===== config.mk =====
export PLATFORM = sky130hd
export DESIGN_NAME = lcd_pattern_timing_gen
export DESIGN_NICKNAME = d
export VERILOG_FILES = /design/src/rtl/lcd_pattern_pkg.sv /design/src/rtl/lcd_pattern_timing_gen_core.sv /design/src/rtl/lcd_pattern_timing_gen.sv
export SDC_FILE = /design/constraint.sdc
export NUM_CORES = 1
export LEC_CHECK = 0
export CAP_MARGIN = 5
export CORE_MARGIN = 10
export CORE_UTILIZATION = 55
export DETAILED_ROUTE_END_ITERATION = 8
export PLACE_DENSITY = 0.86
export SLEW_MARGIN = 15
export SYNTH_ARGS = -nofsm -noshare
export SYNTH_HDL_FRONTEND = slang
export SYNTH_SLANG_ARGS = --single-unit

===== constraint.sdc =====
create_clock -name PixelClk -period 10.7 [get_ports PixelClk]
set_input_delay 2.14 -clock PixelClk [delete_from_list [all_inputs] [get_ports PixelClk]]
set_output_delay 2.14 -clock PixelClk [all_outputs]
set_load 0.01 [all_outputs]

===== src/rtl/lcd_pattern_pkg.sv =====
// Shared definitions for the LCD pattern generator: mode encodings, RGB565 bar colours
// and small helpers used by the pattern mux.
package lcd_pattern_pkg;

   typedef enum logic [1:0] {
      PAT_VBAR   = 2'd0,
      PAT_HBAR   = 2'd1,
      PAT_CHECK  = 2'd2,
      PAT_SCROLL = 2'd3
   } pat_mode_t;

   localparam logic [15:0] RGB_WHITE   = 16'hFFFF;
   localparam logic [15:0] RGB_YELLOW  = 16'hFFE0;
   localparam logic [15:0] RGB_CYAN    = 16'h07FF;
   localparam logic [15:0] RGB_GREEN   = 16'h07E0;
   localparam logic [15:0] RGB_MAGENTA = 16'hF81F;
   localparam logic [15:0] RGB_RED     = 16'hF800;
   localparam logic [15:0] RGB_BLUE    = 16'h001F;
   localparam logic [15:0] RGB_BLACK   = 16'h0000;

   function automatic logic [15:0] bar_rgb(input logic [2:0] idx);
      logic [15:0] c;
      case (idx)
         3'd0:    c = RGB_WHITE;
         3'd1:    c = RGB_YELLOW;
         3'd2:    c = RGB_CYAN;
         3'd3:    c = RGB_GREEN;
         3'd4:    c = RGB_MAGENTA;
         3'd5:    c = RGB_RED;
         3'd6:    c = RGB_BLUE;
         default: c = RGB_BLACK;
      endcase
      return c;
   endfunction

   // Remainder pixels past the eighth bar stay on the last (black) bar.
   function automatic logic [2:0] sat_bar(input logic [15:0] q);
      return (q > 16'd7) ? 3'd7 : q[2:0];
   endfunction

endpackage


===== src/rtl/lcd_pattern_timing_gen_core.sv =====
// LCD raster timing: h/v counters, registered DE/HSYNC/VSYNC/frame_start, and the
// raw pixel coordinates for the pattern logic in the parent.
module lcd_timing_core #(
   parameter int H_ACTIVE = 800,
   parameter int H_FP     = 210,
   parameter int H_SYNC   = 4,
   parameter int H_BP     = 42,
   parameter int V_ACTIVE = 480,
   parameter int V_FP     = 22,
   parameter int V_SYNC   = 4,
   parameter int V_BP     = 10,
   parameter bit SYNC_POL = 1'b0,
   parameter int HW       = 11,
   parameter int VW       = 10
) (
   input  logic          clk,
   input  logic          Reset_Button,
   output logic [HW-1:0] x,
   output logic [VW-1:0] y,
   output logic          active,
   output logic          frame_origin,
   output logic          frame_wrap,
   output logic          de,
   output logic          hsync,
   output logic          vsync,
   output logic          frame_start
);

   localparam int H_TOTAL = H_ACTIVE + H_FP + H_SYNC + H_BP;
   localparam int V_TOTAL = V_ACTIVE + V_FP + V_SYNC + V_BP;

   localparam logic [HW-1:0] H_LAST = HW'(H_TOTAL - 1);
   localparam logic [HW-1:0] H_ACT  = HW'(H_ACTIVE);
   localparam logic [HW-1:0] H_SS   = HW'(H_ACTIVE + H_FP);
   localparam logic [HW-1:0] H_SE   = HW'(H_ACTIVE + H_FP + H_SYNC);
   localparam logic [VW-1:0] V_LAST = VW'(V_TOTAL - 1);
   localparam logic [VW-1:0] V_ACT  = VW'(V_ACTIVE);
   localparam logic [VW-1:0] V_SS   = VW'(V_ACTIVE + V_FP);
   localparam logic [VW-1:0] V_SE   = VW'(V_ACTIVE + V_FP + V_SYNC);
   localparam logic          SYNC_IDLE = ~SYNC_POL;

   logic [HW-1:0] h_cnt;
   logic [VW-1:0] v_cnt;
   logic          line_end;
   logic          hs_act;
   logic          vs_act;

   assign line_end     = (h_cnt == H_LAST);
   assign frame_wrap   = line_end && (v_cnt == V_LAST);
   assign frame_origin = (h_cnt == '0) && (v_cnt == '0);
   assign active       = (h_cnt < H_ACT) && (v_cnt < V_ACT);
   assign hs_act       = (h_cnt >= H_SS) && (h_cnt < H_SE);
   assign vs_act       = (v_cnt >= V_SS) && (v_cnt < V_SE);
   assign x            = h_cnt;
   assign y            = v_cnt;

   always_ff @(posedge clk) begin
      if (Reset_Button) begin
         h_cnt <= '0;
         v_cnt <= '0;
      end else if (line_end) begin
         h_cnt <= '0;
         v_cnt <= (v_cnt == V_LAST) ? '0 : v_cnt + 1'b1;
      end else begin
         h_cnt <= h_cnt + 1'b1;
      end
   end

   // Timing outputs are registered so they line up with the registered RGB in the parent.
   always_ff @(posedge clk) begin
      if (Reset_Button) begin
         de          <= 1'b0;
         hsync       <= SYNC_IDLE;
         vsync       <= SYNC_IDLE;
         frame_start <= 1'b0;
      end else begin
         de          <= active;
         hsync       <= hs_act ? SYNC_POL : SYNC_IDLE;
         vsync       <= vs_act ? SYNC_POL : SYNC_IDLE;
         frame_start <= frame_origin;
      end
   end

endmodule


===== src/rtl/lcd_pattern_timing_gen.sv =====
// RGB565 LCD timing generator with frame-synchronous test-pattern selection.
// Optional white border overlay when LCD_PATTERN_BORDER_EN is defined.
module lcd_pattern_timing_gen
   import lcd_pattern_pkg::*;
#(
   parameter int H_ACTIVE    = 800,
   parameter int H_FP        = 210,
   parameter int H_SYNC      = 4,
   parameter int H_BP        = 42,
   parameter int V_ACTIVE    = 480,
   parameter int V_FP        = 22,
   parameter int V_SYNC      = 4,
   parameter int V_BP        = 10,
   parameter bit SYNC_POL    = 1'b0,
   parameter int CHK_LOG2    = 5,
   parameter int SCROLL_STEP = 2
) (
   input  logic        PixelClk,
   input  logic        RST,
   input  logic [1:0]  pattern_sel,
   output logic        LCD_DE,
   output logic        LCD_HSYNC,
   output logic        LCD_VSYNC,
   output logic [4:0]  LCD_R,
   output logic [5:0]  LCD_G,
   output logic [4:0]  LCD_B,
   output logic        frame_start,
   output logic [15:0] frame_cnt
);

   localparam int H_TOTAL = H_ACTIVE + H_FP + H_SYNC + H_BP;
   localparam int V_TOTAL = V_ACTIVE + V_FP + V_SYNC + V_BP;
   localparam int HW      = $clog2(H_TOTAL);
   localparam int VW      = $clog2(V_TOTAL);

   localparam logic [HW:0]   H_ACT_W = (HW+1)'(H_ACTIVE);
   localparam logic [HW:0]   STEP_W  = (HW+1)'(SCROLL_STEP);
   localparam logic [HW-1:0] H_BAR   = HW'(H_ACTIVE / 8);
   localparam logic [VW-1:0] V_BAR   = VW'(V_ACTIVE / 8);
`ifdef LCD_PATTERN_BORDER_EN
   localparam logic [HW-1:0] X_LAST  = HW'(H_ACTIVE - 1);
   localparam logic [VW-1:0] Y_LAST  = VW'(V_ACTIVE - 1);
`endif

   logic [HW-1:0] x;
   logic [VW-1:0] y;
   logic          active;
   logic          frame_origin;
   logic          frame_wrap;
   pat_mode_t     mode_q;
   pat_mode_t     mode_eff;
   logic [HW-1:0] scroll_off;
   logic [HW-1:0] off_next;
   logic [HW:0]   off_sum;
   logic [HW:0]   xs_sum;
   logic [HW-1:0] xs;
   logic [15:0]   pix_rgb;
   logic [15:0]   rgb_q;

   lcd_timing_core #(
      .H_ACTIVE (H_ACTIVE),
      .H_FP     (H_FP),
      .H_SYNC   (H_SYNC),
      .H_BP     (H_BP),
      .V_ACTIVE (V_ACTIVE),
      .V_FP     (V_FP),
      .V_SYNC   (V_SYNC),
      .V_BP     (V_BP),
      .SYNC_POL (SYNC_POL),
      .HW       (HW),
      .VW       (VW)
   ) u_core (
      .clk          (PixelClk),
      .Reset_Button (RST),
      .x            (x),
      .y            (y),
      .active       (active),
      .frame_origin (frame_origin),
      .frame_wrap   (frame_wrap),
      .de           (LCD_DE),
      .hsync        (LCD_HSYNC),
      .vsync        (LCD_VSYNC),
      .frame_start  (frame_start)
   );

   // At the frame origin the live selection is used directly, so the whole frame
   // (including pixel 0,0) is drawn in the newly latched mode.
   assign mode_eff = frame_origin ? pat_mode_t'(pattern_sel) : mode_q;

   // Scroll offset tracks frame_cnt*SCROLL_STEP mod H_ACTIVE by accumulation.
   always_comb begin
      off_sum  = {1'b0, scroll_off} + STEP_W;
      off_next = (off_sum >= H_ACT_W) ? HW'(off_sum - H_ACT_W) : off_sum[HW-1:0];
   end

   always_comb begin
      pix_rgb = RGB_BLACK;
      xs_sum  = {1'b0, x} + {1'b0, scroll_off};
      xs      = (xs_sum >= H_ACT_W) ? HW'(xs_sum - H_ACT_W) : xs_sum[HW-1:0];
      case (mode_eff)
         PAT_VBAR:  pix_rgb = bar_rgb(sat_bar(16'(x / H_BAR)));
         PAT_HBAR:  pix_rgb = bar_rgb(sat_bar(16'(y / V_BAR)));
         PAT_CHECK: pix_rgb = (x[CHK_LOG2] ^ y[CHK_LOG2]) ? RGB_WHITE : RGB_BLACK;
         default:   pix_rgb = bar_rgb(sat_bar(16'(xs / H_BAR)));
      endcase
`ifdef LCD_PATTERN_BORDER_EN
      if ((x == '0) || (x == X_LAST) || (y == '0) || (y == Y_LAST))
         pix_rgb = RGB_WHITE;
`endif
   end

   always_ff @(posedge PixelClk) begin
      if (RST) begin
         mode_q     <= PAT_VBAR;
         scroll_off <= '0;
         frame_cnt  <= '0;
         rgb_q      <= RGB_BLACK;
      end else begin
         if (frame_origin)
            mode_q <= mode_eff;
         if (frame_wrap) begin
            frame_cnt  <= frame_cnt + 16'd1;
            scroll_off <= off_next;
         end
         rgb_q <= active ? pix_rgb : RGB_BLACK;
      end
   end

   assign LCD_R = rgb_q[15:11];
   assign LCD_G = rgb_q[10:5];
   assign LCD_B = rgb_q[4:0];

endmodule


==> impl_summary.log <==
INFO  metric final.period_utilization = 56.4%
INFO  metric final_cell_mix = 76 x nor2_1, 64 x nand2_1, 56 x dfxtp_1, 54 x a21oi_1, 39 x clkdlybuf4s50_1
INFO  metric clock_root_buffer = clkbuf_8
INFO  metric finalNetCount = around 720
INFO  metric syn_area_per_cell = 7.45 µm²
INFO  metric synth.yosys.warnings = 0
INFO  metric cts_htree_levels = 2
INFO  metric cts.path.max_buffers = 2
INFO  metric final_setup_violation_count = 0
INFO  metric quantity_of_hold_fixing_buffers_added_after_cts = 0
INFO  metric clk-insertion-delay-late = 0.31 ns
INFO  metric grt_pass1_wl = 22.3 mm
INFO  metric place_hpwl = 9.62 mm
INFO  metric grt_overflow_total = 0
INFO  metric fillers = between 800 and 900
INFO  metric clkSlewWorstSetupHoldPaths = roughly 0.11 ns
INFO  metric critPathLaunchType = flip-flop
INFO  metric timing.clock.skew = 0.0111 ns
INFO  metric postRouteWirelength = 12.9 mm
INFO  metric drt_iter0_markers = 386
INFO  metric max-cap-violations = 0
INFO  metric worst-r2r-setup-slack = about 4.7 ns
INFO  metric clock.fmax = 0.166 GHz
INFO  metric cts_bufs_inserted = 5
INFO  metric required = roughly 11 ns
INFO  metric die-area = 13700 µm²
INFO  metric netlist_area = roughly 5200 µm²
INFO  metric grt_pass1_vias = between 4k and 5k
INFO  metric post-route-util = 61.0%
INFO  metric floorplan.core_area = 9200 µm²
INFO  metric initial_cell_density_of_the_core = 56.2%
INFO  metric fp-row-count = 35
INFO  metric max-slew-margin-rel = roughly a third
INFO  metric grt_max_degree = 38
INFO  metric syn_nets = 719
INFO  metric globalplace.congestion = 0.922
INFO  metric io_pins = 40
INFO  metric cts_sinks = 56
INFO  metric rsz_0062_raised_after_global_routing = false
INFO  metric critPathCaptureType = flip-flop
INFO  metric finalMaxSlewViolations = 0
INFO  metric drt_drc_violations_left = 0
INFO  metric run_status = complete, no violations
INFO  metric synth_seq_cells = 56
INFO  metric die_w = 117 µm
INFO  metric critical_path_class = flip-flop to flip-flop
INFO  metric antenna_cells = 0
INFO  metric tritoncts_clock_tree = yes
INFO  metric async_flop_share = 0%
INFO  metric hp-class = flip-flop to flip-flop
INFO  metric synth.distinct_cells = 85
INFO  metric antenna_found_initial = 0
INFO  metric worst-slew-pin-transition = 0.996 ns
INFO  metric detailedPlace.worstSlack = 4.80 ns
INFO  metric layout_commonest_cell = nor2_1
INFO  metric postLayoutCellArea = 5610 µm²
INFO  metric synth-edff-count = 0
INFO  metric drt_first_pass_iters = 5
INFO  metric cts_repair_resizes = 0
INFO  metric place_area = 5480 µm²
INFO  metric route.detailed.wl_per_inst = between 15 and 20 µm
INFO  metric syn2layout_area_growth = 8.54%
INFO  metric worst_ep_arrival_time = 6.26 ns
INFO  metric layout-drive-gt1-share = under 10%
INFO  metric leakagePower = 2.03 nW
INFO  metric final_cells = about 800
INFO  metric avgViaCountPerCell = 6.29
INFO  metric die_h = 117 µm
INFO  metric placement.io_buffers = 39
INFO  metric post-route-min-period = ~6.0 ns
INFO  metric dp.cells = between 800 and 900
INFO  metric max-vdd-ir-drop = 0.0000934 V
INFO  metric worst_slack = 4.67 ns
INFO  metric hold_viol = 0
INFO  metric setup_fix_bufs_post_cts = 0
INFO  metric synth_seq_area_share = between 20% and 30%
INFO  metric track_usage = a little under a fifth
INFO  metric maximum_net_fanout_on_the_critical_path = 16
INFO  metric ant_nets = 0
INFO  metric power.density_cell_area = 76.4 nW/µm²
INFO  metric flip_flop_cell_with_the_highest_count_after_synthesis = dfxtp_1
INFO  metric via_count = just over 5k
INFO  metric finalSetupTns = 0 ns
INFO  metric syn-instance-count = 694
where the power goes:
part,leakage (nW),switching (W),internal (W)
clock network,0.0642,0.0000690,0.0000922
registers,0.454,0.00000436,0.000212
logic,1.51,0.0000236,0.0000273
total,2.03,0.0000969,0.000332
Yosys cell counts, types with 5 or more instances:
library cell / instances / area share [%]
nor2_1: 76 / 5.5
nand2_1: 64 / 4.6
dfxtp_1: 56 / 22
a21oi_1: 54 / 5.2
o21ai_0: 36 / 3.5
nand3_1: 32 / 3.1
xor2_1: 30 / 5.1
inv_1: 27 / 2.0
clkbuf_1: 23 / 1.7
xnor2_1: 22 / 3.7
ha_1: 20 / 4.8
nor3_1: 20 / 1.9
and3_1: 15 / 1.8
buf_4: 14 / 2.0
or3_1: 13 / 1.6
nand4_1: 11 / 1.3
a211oi_1: 10 / 1.5
o211ai_1: 9 / 1.3
a31oi_1: 8 / 0.97
and2_1: 8 / 0.97
mux2i_1: 7 / 1.4
nand2b_1: 7 / 0.85
a21o_1: 6 / 0.87
o31ai_1: 6 / 0.87
or2_2: 6 / 0.73
a211oi_2: 5 / 1.2
buf_1: 5 / 0.36
nor2b_1: 5 / 0.61
o21a_1: 5 / 0.73
o22ai_1: 5 / 0.61
registers in the layout (all words and copies together), names as in the netlist:
signal              count
u_core.frame_start      1
rgb_q                   3
scroll_off             10
u_core.y               10
frame_cnt              16
mode_q                  2
u_core.hsync            1
u_core.vsync            1
u_core.de               1
u_core.x               11
worst paths after layout:
| kind | from | end | cells after the start |
|---|---|---|---|
| worst min-delay path | u_core.x[0]$_SDFF_PP0_ | u_core.x[0]$_SDFF_PP0_ | 1 |
| worst max-delay path | u_core.x[5]$_SDFF_PP0_ | rgb_q[4]$_SDFF_PP0_ | 19 |
| worst max register to register | u_core.x[5]$_SDFF_PP0_ | rgb_q[4]$_SDFF_PP0_ | 19 |
| worst min register to register | u_core.x[0]$_SDFF_PP0_ | u_core.x[0]$_SDFF_PP0_ | 1 |
critical path, cell delays in order (launching register included):
cell       delay (ns)
dfxtp_1          0.67
ha_1             0.44
nor2_1           0.14
o211a_1          0.18
a2111oi_4        0.49
ha_1             0.31
inv_1            0.11
nor4_1           0.66
nor4_4           0.12
and2_1           0.22
o21a_1           0.20
o21ai_1          0.32
mux2i_1          0.51
nor3_1           0.12
a21oi_1          0.27
o21ai_0          0.19
o21a_1           0.23
o311a_1          0.33
o32a_1           0.35
o41ai_2          0.05
final cells by class:
cell class | instances | area [µm²] | share of cell area [%]
Tap cell | 111 | 139 | 2.47
Clock buffer | 5 | 68.8 | 1.23
Clock inverter | 2 | 60.1 | 1.07
Sequential cell | 56 | 1120 | 20.0
Inverter | 27 | 101 | 1.81
Multi-Input combinational cell | 566 | 3720 | 66.2
Timing Repair Buffer | 41 | 405 | 7.22
layer usage:
layer | vias up | GRT usage, % | routed length [µm]
met1 | 2369 | 22.9 | 5550
met3 | 21 | 3.82 | 787
met4 | 0 | 6.18 | 223
met5 | - | 0 | 0
met2 | 169 | 33.4 | 6370
li1 | 2526 | - | -
cells by family (layout without fill, tap and decap cells):
group,count (synthesis),after routing,share of synthesized area [%]
AOI/OAI and AO/OA,203,203,29.0
DFF,56,56,21.7
buffers and inverters,72,75,6.44
xor gates and xnor gates,52,52,8.81
adders and majority gates,24,24,5.81
and+or+nand+nor,278,278,26.4
muxes,9,9,1.86
stage by stage:
stage / hold slack, ns / power (W)
final: 0.511 / 0.000429
after CTS: 0.513 / 0.000432
after floorplan: 0.430 / 0.000256
after global routing: 0.545 / 0.000444
after detailed placement: 0.489 / 0.000273
after global placement: 0.448 / 0.000272
(Power assumes the default switching activity.)
